File: config.mk
export PLATFORM = sky130hd
export DESIGN_NAME = fifo_wr_arb_flat
export DESIGN_NICKNAME = d
export VERILOG_FILES = /design/src/rtl/fifo_wr_arb_if.sv /design/src/rtl/fifo_wr_arb.sv /design/src/flat_wrapper.sv
export SDC_FILE = /design/constraint.sdc
export NUM_CORES = 1
export LEC_CHECK = 0
export CORE_UTILIZATION = 40
export CTS_BUF_LIST = sky130_fd_sc_hd__clkbuf_4
export CTS_CLUSTER_DIAMETER = 40
export DETAILED_ROUTE_END_ITERATION = 8
export PLACE_DENSITY = 0.71
export SETUP_SLACK_MARGIN = 0.3
export SYNTH_ARGS = -nofsm -noshare
export SYNTH_HDL_FRONTEND = slang
export SYNTH_SLANG_ARGS = --single-unit
File: constraint.sdc
create_clock -name clk -period 2.25 [get_ports clk]
set_input_delay 0.3375 -clock clk [delete_from_list [all_inputs] [get_ports clk]]
set_output_delay 0.3375 -clock clk [all_outputs]
set_load 0.03 [all_outputs]
File: src/rtl/fifo_wr_arb_if.sv
// Handshake bundle between two byte requesters, the write arbiter and the shared FIFO.
interface fifo_wr_arb_if #(parameter int DW = 8);
  logic          req0, req1;
  logic [DW-1:0] din0, din1;
  logic          gnt0, gnt1;
  logic          fifo_push;
  logic [DW-1:0] fifo_din;
  logic          fifo_full;
  logic [7:0]    cnt0, cnt1;

  // master: requesters plus FIFO status side; slave: the arbiter
  modport master (output req0, din0, req1, din1, fifo_full,
                  input  gnt0, gnt1, fifo_push, fifo_din, cnt0, cnt1);
  modport slave  (input  req0, din0, req1, din1, fifo_full,
                  output gnt0, gnt1, fifo_push, fifo_din, cnt0, cnt1);
endinterface

File: src/rtl/fifo_wr_arb.sv
// Two-requester round-robin write arbiter into a shared FIFO; decision is
// combinational, grant/push/data are registered, at most one push per two cycles.
module fifo_wr_arb #(
  parameter int DW = 8
) (
  input logic         clk,
  input logic         rstn,
  fifo_wr_arb_if.slave bus
);

  logic          rr;
  logic          gnt0_q, gnt1_q, push_q;
  logic [DW-1:0] din_q;
  logic [7:0]    cnt0_q, cnt1_q;
  logic          elig0, elig1, slot_ok, win0, win1;

  // A push cycle blocks the next decision so fifo_full is always current,
  // and a requester is ignored in its own grant cycle since its req/din are stale.
  always_comb begin
    slot_ok = ~bus.fifo_full & ~push_q;
    elig0   = bus.req0 & ~gnt0_q;
    elig1   = bus.req1 & ~gnt1_q;
    win0    = slot_ok & elig0 & (~elig1 | ~rr);
    win1    = slot_ok & elig1 & (~elig0 |  rr);
  end

  always_ff @(posedge clk or negedge rstn) begin
    if (!rstn) begin
      rr     <= 1'b0;
      gnt0_q <= 1'b0;
      gnt1_q <= 1'b0;
      push_q <= 1'b0;
      din_q  <= '0;
      cnt0_q <= 8'd0;
      cnt1_q <= 8'd0;
    end else begin
      gnt0_q <= win0;
      gnt1_q <= win1;
      push_q <= win0 | win1;
      if (win0) begin
        din_q  <= bus.din0;
        rr     <= 1'b1;
        cnt0_q <= cnt0_q + 8'd1;
      end else if (win1) begin
        din_q  <= bus.din1;
        rr     <= 1'b0;
        cnt1_q <= cnt1_q + 8'd1;
      end
    end
  end

  assign bus.gnt0      = gnt0_q;
  assign bus.gnt1      = gnt1_q;
  assign bus.fifo_push = push_q;
  assign bus.fifo_din  = din_q;
  assign bus.cnt0      = cnt0_q;
  assign bus.cnt1      = cnt1_q;

endmodule

File: src/flat_wrapper.sv
// flat-port wrapper written by rule: the top's interface ports become plain ports
module fifo_wr_arb_flat 
#(
  parameter int DW = 8
)
  (clk, rstn, bus_req0, bus_din0, bus_req1, bus_din1, bus_fifo_full, bus_gnt0, bus_gnt1, bus_fifo_push, bus_fifo_din, bus_cnt0, bus_cnt1);
  fifo_wr_arb_if #(.DW(DW)) bus_i ();
  input logic clk;
  input logic rstn;
  input wire logic [$bits(bus_i.req0)-1:0] bus_req0;
  input wire logic [$bits(bus_i.din0)-1:0] bus_din0;
  input wire logic [$bits(bus_i.req1)-1:0] bus_req1;
  input wire logic [$bits(bus_i.din1)-1:0] bus_din1;
  input wire logic [$bits(bus_i.fifo_full)-1:0] bus_fifo_full;
  output wire logic [$bits(bus_i.gnt0)-1:0] bus_gnt0;
  output wire logic [$bits(bus_i.gnt1)-1:0] bus_gnt1;
  output wire logic [$bits(bus_i.fifo_push)-1:0] bus_fifo_push;
  output wire logic [$bits(bus_i.fifo_din)-1:0] bus_fifo_din;
  output wire logic [$bits(bus_i.cnt0)-1:0] bus_cnt0;
  output wire logic [$bits(bus_i.cnt1)-1:0] bus_cnt1;
  assign bus_i.req0 = bus_req0;
  assign bus_i.din0 = bus_din0;
  assign bus_i.req1 = bus_req1;
  assign bus_i.din1 = bus_din1;
  assign bus_i.fifo_full = bus_fifo_full;
  assign bus_gnt0 = bus_i.gnt0;
  assign bus_gnt1 = bus_i.gnt1;
  assign bus_fifo_push = bus_i.fifo_push;
  assign bus_fifo_din = bus_i.fifo_din;
  assign bus_cnt0 = bus_i.cnt0;
  assign bus_cnt1 = bus_i.cnt1;
  fifo_wr_arb #(.DW(DW)) u_core (.clk(clk), .rstn(rstn), .bus(bus_i));
endmodule
### Word level (Yosys, flattened, before mapping)

Index checks and enable logic that the tools add are counted.

| storage, ports and cells | value |
|---|---|
| output and inout bits | 27 |
| register bits | 28 |
| word-level logic and storage cells | 33 |
| input port bits | 21 |

| operators by class | value |
|---|---|
| add/subtract/negate cells | 2 |
| reduce and logical (&&, ||, !) cells | 2 |
| bitwise operators | 18 |
| muxes and demuxes | 4 |

Operator list:

| operator | count |
|---|---|
| 8-bit by 1-bit adder with 8-bit output (second input constant) | 2 |
| 8-bit 2-to-1 mux | 2 |
| 1-bit NOT | 8 |
| 1-bit AND | 7 |
| 1-bit OR | 3 |
| 1-bit 2-to-1 mux | 2 |
| 2-bit AND reduction | 1 |
| 2-bit nonzero test | 1 |

### Longest topological paths before layout

Gate-level depths: netlist of the first run.

| logic depth | value |
|---|---|
| word-level depth | 7 |
| mapped depth | 5 |
| mapped depth without buffers | 4 |

### Worst setup path after synthesis of the first run

No wires, ideal clock.

| timing | value |
|---|---|
| path kind | flip-flop to flip-flop |
| from | register u_core.push_q (netlist: u_core.bus.fifo_push) |
| to | register u_core.din_q[5] (netlist: u_core.bus.fifo_din[5]) |
| setup time | 0.123 ns |
| buffers on the path | 2 |
| data arrival time | 1.771 ns |
| cell stages (with the launch flop) | 6 |
| required time | 2.127 ns |
| path slack | 0.356 ns |
| period minus slack after synthesis | 1.894 ns |
| cell sequence | dfrtp_1 > or4b_1 > buf_2 > buf_6 > or3_1 > o221a_2 |

| on the way | value |
|---|---|
| longest elaborated chain between the ends | 5 |
| elaborated cells between the ends (all ways) | 8 |
| those cells by class | 1 x mux; 6 x bitwise; 1 x reduce/logical |

Ends and longest elaborated chain:

| item | line | RTL |
|---|---|---|
| start: declaration | fifo_wr_arb.sv:12 | `logic gnt0_q, gnt1_q, push_q;` |
| start signal: assignment | fifo_wr_arb.sv:39 | `push_q <= win0 \| win1;` |
| 1-bit NOT (*) | fifo_wr_arb.sv:20 | `slot_ok = ~bus.fifo_full & ~push_q;` |
| 1-bit AND (*) | fifo_wr_arb.sv:20 |  |
| 1-bit AND, on equally long branches (2 in a row) | fifo_wr_arb.sv:23, fifo_wr_arb.sv:24 |  |
| 8-bit 2-to-1 mux / 2-bit nonzero test (equally long branches) | - |  |
| end signal: assignment | fifo_wr_arb.sv:41 | `din_q <= bus.din0;` |
| end signal: assignment | fifo_wr_arb.sv:45 | `din_q <= bus.din1;` |
| end: declaration | fifo_wr_arb.sv:13 | `logic [DW-1:0] din_q;` |

Every way passes the cells marked *; elsewhere a longest branch is shown, timed or not.
A chain may end at the register's enable or synchronous reset.

### Final worst setup path of the first run

| timing | value |
|---|---|
| from | register u_core.cnt1_q[0] (netlist: u_core.bus.cnt1[0]) |
| to | output port bus_cnt1[0] |

RTL lines:

| item | line | RTL |
|---|---|---|
| start: declaration | fifo_wr_arb.sv:14 | `logic [7:0] cnt0_q, cnt1_q;` |
| start signal: assignment | fifo_wr_arb.sv:47 | `cnt1_q <= cnt1_q + 8'd1;` |
| end: declaration | flat_wrapper.sv:20 | `output wire logic [$bits(bus_i.cnt1)-1:0] bus_cnt1;` |

No word-level cell between the ends.

==> results of run 1 <==
[per-layer routing]
layer | vias to the layer above | wire length [µm]
li1 | 482 | -
met1 | 488 | 1370
met2 | 31 | 1395
met3 | 2 | 117
met4 | 0 | 14
met5 | - | 0
[cells in the mapped netlist (2+ instances only)]
cell type,count
sky130_fd_sc_hd__dfrtp_1,28
sky130_fd_sc_hd__nand3_1,8
sky130_fd_sc_hd__o221a_2,8
sky130_fd_sc_hd__or3_1,8
sky130_fd_sc_hd__xnor2_1,8
sky130_fd_sc_hd__xor2_1,6
sky130_fd_sc_hd__nand4_1,4
sky130_fd_sc_hd__inv_1,3
sky130_fd_sc_hd__nand2_1,3
sky130_fd_sc_hd__nor3_1,3
sky130_fd_sc_hd__and3_1,2
sky130_fd_sc_hd__and4_1,2
sky130_fd_sc_hd__clkbuf_1,2
sky130_fd_sc_hd__ha_1,2
sky130_fd_sc_hd__nor4_4,2
[final cells by class]
type	count	share of cell area, %
repair buffers	51	27.10
clock buffers	3	1.190
well taps	44	2.908
multi-input cells	67	29.61
flip-flops and latches	28	37.01
clock inverters	1	1.586
inverters	3	0.5948
[through the flow]
| step | area [µm²] | utilization [%] | hold slack [ns] | cells | total power [mW] |
|---|---|---|---|---|---|
| global placement | 1841 | 60.29 | 0.4606 | 193 | 1.637 |
| global route | 1893 | 62.01 | 0.3695 | 197 | 2.075 |
| detailed placement | 1841 | 60.29 | 0.4590 | 193 | 1.649 |
| floorplan | 1291 | - | 0.04191 | 102 | 1.257 |
| finish | 1893 | 62.01 | 0.3571 | 197 | 1.973 |
| CTS | 1893 | 62.01 | 0.3663 | 197 | 1.994 |
[layout by cell type, fill, tap and decap left out, types with 4 or more instances in the layout]
| cell | count |
|---|---|
| sky130_fd_sc_hd__xnor2_1 | 8 |
| sky130_fd_sc_hd__nand3_1 | 8 |
| sky130_fd_sc_hd__xor2_1 | 6 |
| sky130_fd_sc_hd__clkdlybuf4s50_1 | 47 |
| sky130_fd_sc_hd__dfrtp_1 | 28 |
| sky130_fd_sc_hd__o221a_2 | 8 |
| sky130_fd_sc_hd__nand4_1 | 4 |
| sky130_fd_sc_hd__or3_1 | 8 |
[cells by family (layout without fill, tap and decap cells)]
| family | Yosys count | in the layout | share of synthesized area, % |
|---|---|---|---|
| xor gates and xnor gates | 14 | 14 | 9.496 |
| buffers and inverters | 7 | 58 | 2.713 |
| muxes | 2 | 2 | 1.744 |
| AOI/OAI and AO/OA | 8 | 8 | 6.977 |
| and+or+nand+nor | 41 | 41 | 22.87 |
| adders and majority gates | 2 | 2 | 1.938 |
| DFF | 28 | 28 | 54.26 |
[where the power goes]
group / leakage (nW) / total [mW] / internal, mW / switching [mW]
registers: 0.344 / 0.791 / 0.636 / 0.154
clock network: 0.0279 / 0.333 / 0.180 / 0.153
logic: 0.415 / 0.850 / 0.388 / 0.462
total: 0.787 / 1.97 / 1.20 / 0.768
[sequential cells by signal (all words and copies together), names as in the netlist]
| name | cells |
|---|---|
| u_core.bus.fifo_din | 8 |
| u_core.bus.fifo_push | 1 |
| u_core.bus.cnt0 | 8 |
| u_core.bus.gnt1 | 1 |
| u_core.rr | 1 |
| u_core.bus.cnt1 | 8 |
| u_core.bus.gnt0 | 1 |
[final timing paths]
kind	endpoint	slack, ns	depth (start not counted)
hold / removal	u_core.bus.fifo_din[0]$_DFFE_PN0P_	0.36	2
max in group asynchronous	u_core.bus.cnt0[7]$_DFFE_PN0P_	1.62	2
hold reg to reg	u_core.bus.cnt0[7]$_DFFE_PN0P_	0.48	1
min in group clk	u_core.bus.cnt0[7]$_DFFE_PN0P_	0.48	1
setup reg to reg	u_core.bus.fifo_din[6]$_DFFE_PN0P_	0.41	4
setup / recovery	bus_cnt1[0]	0.38	1
==> results_dict.tcl, run 1 <==
set metrics [dict create \
    cts_root_buf "sky130_fd_sc_hd__clkbuf_4" \
    drc 0 \
    synth-seq-area-share_pct 54.26 \
    post_synth_inst_count 102 \
    clock-sinks 28 \
    grt_first_pass_wirelength_um 4574 \
    cts_made_buffers 3 \
    via_per_inst 5.091 \
    yosys.area.top_type "sky130_fd_sc_hd__dfrtp_1" \
    final-hold-violation-count 0 \
    groute.layer.met3.usage_pct 5.275 \
    drt_pass1_iterations 4 \
    gr-usage-met1_pct 22.89 \
    pwr_density_cell_nw_per_um2 1042 \
    max-cap-violations 0 \
    max_slew_margin_pct 71.44 \
    avgRoutedWirePerCell_um 14.71 \
    path_delay_family "buffers and inverters" \
    fmaxAchievable_ghz 0.5346 \
    gr-max-usage-layer "met2" \
    core_um2 3053 \
    power_leakage_nw 0.7867 \
    synth-warning-count 0 \
    htreeDepth 1 \
    async_reset_ff_share_pct 100.0 \
    gr-usage-all-layers_pct 17.62 \
    fraction_of_met2_tracks_used_by_global_routing_pct 29.87 \
    timing.critical_path.fanout_max 6 \
    grt_start_max_net_pins 29 \
    num-fill-cells 272 \
    worst_skew_pair.late_latency_ns 0.33 \
    critPathArrivalTime_ns 1.53 \
    min_path_type "in -> async" \
    dr_vias 1003 \
    post_route_cells_drive_above_1_share_pct 15.69 \
    postCtsResizedCells 0 \
    port_buffers 47 \
    dieArea_um2 3459 \
    dp.final_hpwl_um 2083 \
    floorplan.initialDensity_pct 42.30 \
    drt-initial-drc-count 20 \
    netlist_top_cells_area "sky130_fd_sc_hd__dfrtp_1 54%, sky130_fd_sc_hd__o221a_2 7.0%, sky130_fd_sc_hd__xnor2_1 5.4%" \
    total_routed_wirelength_um 2898 \
    globalRoute.totalOverflow 0 \
    setup.worst_path.start "u_core.bus.cnt1[0]$_DFFE_PN0P_" \
    dpl_worst_slack_ns 0.06347 \
    die_w_um 58.82 \
    area.growth.synth_to_final_pct 46.61 \
    rows 20 \
    setup_viol 0 \
    mappedNetlistArea_um2 1291 \
    nets 177 \
    endpoint_kind "output pin" \
    sequential_cell_area_um2 700.7 \
    cts.path.max_buffers 2 \
    tritoncts "built" \
    critical_path.startpoint_type "flip-flop" \
    regToRegStartpoint "u_core.bus.fifo_push$_DFF_PN0_" \
    cp.buffers_inverters 1 \
    syn_nets 125 \
    cts_hold_repair.buffers 0 \
    die_height_um 58.82 \
    timing.setup.tns_ns 0 \
    synth_top_area_share_pct 54.26 \
    design.portCount 48 \
    finalWorstPathRequiredPeriod_ns 1.871 \
    ys_dominant_reg_cell "sky130_fd_sc_hd__dfrtp_1" \
    worst_slack_ns 0.3793 \
    antenna-diode-count 0 \
    grt_setup_unrepaired "no" \
    ys_seq_elements 28 \
    multiInputGateArea_um2 560.5 \
    grt_pass1_vias 996 \
    timing.critical_path.cells "clkdlybuf4s50_1" \
    clkTransAtPathRegs_ns 0.16 \
    netlist-cell-type-count 28 \
    drv_slew 0 \
    path_class "reg -> out" \
    gp_congestion 0.8037 \
    syn_avg_cell_area_um2 12.66 \
    min_period_over_period_pct 83.14 \
    antenna_left 0 \
    run_status "finished, final reports clean" \
    synth-edff-count 0 \
    critical-path-max-stage-delay_ns 0.71 \
    post_cts_buffers 0 \
    critPathRequiredTime_ns 1.91 \
    cp_slowest_cell "sky130_fd_sc_hd__clkdlybuf4s50_1" \
    worstMarginPinSlew_ns 0.4274 \
    vdd.ir_drop.worst_mv 0.8662 \
    antenna_found_initial 0 \
    timing.clock.skew_ns 0.008026 \
]
(Power assumes the default switching activity.)
==> run 2: changes to the inputs <==
clock period = 1.73 ns   (was 2.25 ns; I/O delays follow)
==> results_dict.tcl, run 2 (synthesis gave the netlist of run 1 again) <==
set metrics [dict create \
    dr_vias 1051 \
    core_um2 3053 \
    drc 0 \
    worst_skew_pair.late_latency_ns 0.33 \
    power_leakage_nw 0.8963 \
    pwr_density_cell_nw_per_um2 1193 \
    design_power_total_mw 2.429 \
    regToRegStartpoint "u_core.bus.gnt1$_DFF_PN0_" \
    critPathRequiredTime_ns 1.96 \
    min_period_over_period_pct 99.62 \
    cts_root_buf "sky130_fd_sc_hd__clkbuf_4" \
    dieArea_um2 3459 \
    endpoint_kind "flip-flop" \
    pwr-share-clk_pct 11.3 \
    rows 20 \
    end_of_the_worst_register_to_register_path "u_core.bus.fifo_din[5]$_DFFE_PN0P_" \
    antenna_found_initial 0 \
    final-hold-violation-count 0 \
    drv_slew 0 \
    htreeDepth 1 \
    switching_share_pct 42.80 \
    fmaxAchievable_ghz 0.5802 \
    area.growth.synth_to_final_pct 57.75 \
    comb_power_share_pct 45.7 \
    internal-power_mw 1.389 \
    port_buffers 47 \
    globalRoute.totalOverflow 0 \
    tritoncts "built" \
    dp.final_hpwl_um 2099 \
    grt_pass1_vias 1026 \
    mostFrequentLayoutCells "24 x sky130_fd_sc_hd__dfrtp_1, 20 x sky130_fd_sc_hd__clkdlybuf4s50_1, 12 x sky130_fd_sc_hd__buf_4" \
    seq_power_share_pct 43.0 \
    design.portCount 48 \
    timing.setup.tns_ns 0 \
    r2r_setup_slack_ns 0.007 \
    mostFrequentLayoutCell "sky130_fd_sc_hd__dfrtp_1" \
    die_w_um 58.82 \
    post_route_cells_drive_above_1_share_pct 39.16 \
    avgRoutedWirePerCell_um 14.80 \
    worstMarginPinSlew_ns 0.3493 \
    setup_viol 0 \
    worst_r2r_path_depth 4 \
    final_design_utilization_pct 66.72 \
    gp_congestion 0.7740 \
    clkTransAtPathRegs_ns 0.15 \
    via_per_inst 5.005 \
    max_slew_margin_pct 76.71 \
    drt-initial-drc-count 32 \
    max-cap-violations 0 \
    vdd.ir_drop.worst_mv 0.6884 \
    p_switching_mw 1.040 \
    place_inst 202 \
    critPathArrivalTime_ns 1.95 \
    antenna-diode-count 0 \
    grt_first_pass_wirelength_um 4871 \
    nets 190 \
    timing.clock.skew_ns 0.01179 \
    cp-endpoint "u_core.bus.fifo_din[5]$_DFFE_PN0P_" \
    run_status "finished, final reports clean" \
    antenna_left 0 \
    critical_path.startpoint_type "input port" \
    cts_made_buffers 3 \
    timing.critical_path.fanout_max 8 \
    clock-sinks 28 \
    die_height_um 58.82 \
    finalWorstPathRequiredPeriod_ns 1.723 \
    floorplan.initialDensity_pct 42.30 \
    cts_hold_repair.buffers 0 \
    fin_cells 210 \
    num-fill-cells 253 \
    cts.path.max_buffers 2 \
    setup.worst_path.start "bus_fifo_full" \
    min_path_type "in -> async" \
    gr-usage-all-layers_pct 18.86 \
    grt_setup_unrepaired "yes" \
    drt_pass1_iterations 6 \
    grt_start_max_net_pins 29 \
    path_class "in -> reg" \
    total_routed_wirelength_um 3107 \
]
run 2: cell count changes in the layout (fill, tap and decap cells not counted), moves of 5 or more:
| cell | before | now |
|---|---|---|
| sky130_fd_sc_hd__buf_4 | 3 | 12 |
| sky130_fd_sc_hd__clkdlybuf4s15_2 | 0 | 6 |
| sky130_fd_sc_hd__buf_6 | 0 | 5 |
| sky130_fd_sc_hd__clkbuf_2 | 0 | 8 |
| sky130_fd_sc_hd__clkdlybuf4s50_1 | 47 | 20 |
| sky130_fd_sc_hd__dlygate4sd2_1 | 0 | 8 |
run 2: layer usage:
| layer | up-vias | track usage [%] | routed length [µm] |
|---|---|---|---|
| met5 | - | 0 | 0 |
| met4 | 0 | 5.102 | 26 |
| met3 | 3 | 2.857 | 132 |
| met2 | 31 | 30.03 | 1494 |
| met1 | 509 | 26.85 | 1453 |
| li1 | 508 | - | - |
run 2: area by class of cell:
type	count	area, µm²	area share, %
Sequential cell	28	705.7	34.64
Multi-Input combinational cell	68	674.4	33.11
Timing Repair Buffer	63	564.3	27.70
Tap cell	44	55.05	2.703
Clock buffer	3	22.52	1.106
Inverter	3	11.26	0.5528
Clock inverter	1	3.754	0.1843
run 2: timing repair:
action	CTS	global route
cloned	1	0
setup buffers	1	2
setup endpoints to repair	46	35
gates resized for setup	62	30
pin swaps	4	15
run 2: worst max-delay path, cell delays in order:
cell and delay (ns):
sky130_fd_sc_hd__clkdlybuf4s50_1 0.46, sky130_fd_sc_hd__or4b_4 0.59, sky130_fd_sc_hd__buf_6 0.18, sky130_fd_sc_hd__or3_1 0.34, sky130_fd_sc_hd__o221a_2 0.12
run 2: power by group through the flow:
stage	Clock [mW]	Combinational [mW]	Sequential (mW)
2_1_floorplan	0	0.294	1.35
3_3_place_gp	0	1.11	1.03
3_5_place_dp	0	1.12	1.04
4_1_cts	0.281	1.08	1.03
5_1_grt	0.307	1.18	1.08
6_report	0.275	1.11	1.04
run 2: worst min-delay path by stage:
stage	from	end	slack, ns	depth (start not counted)
global route	rstn	u_core.bus.fifo_din[1]$_DFFE_PN0P_	0.30	2
global placement	u_core.bus.cnt1[7]$_DFFE_PN0P_	u_core.bus.cnt1[7]$_DFFE_PN0P_	0.46	1
floorplan	rstn	u_core.bus.cnt0[0]$_DFFE_PN0P_	-0.04	0
CTS	rstn	u_core.bus.cnt0[2]$_DFFE_PN0P_	0.28	2
finish	rstn	u_core.bus.gnt1$_DFF_PN0_	0.27	2
detailed placement	u_core.bus.cnt1[7]$_DFFE_PN0P_	u_core.bus.cnt1[7]$_DFFE_PN0P_	0.46	1
run 2: stage by stage:
stage	setup slack (ns)	instance area (µm²)	hold slack, ns
after detailed placement	-0.3645	1897	0.4566
after CTS	0.03361	1998	0.2844
after global placement	-0.3266	1897	0.4573
after global routing	-0.01958	2037	0.3027
final	0.006592	2037	0.2742
after floorplan	-0.1141	1304	-0.03609
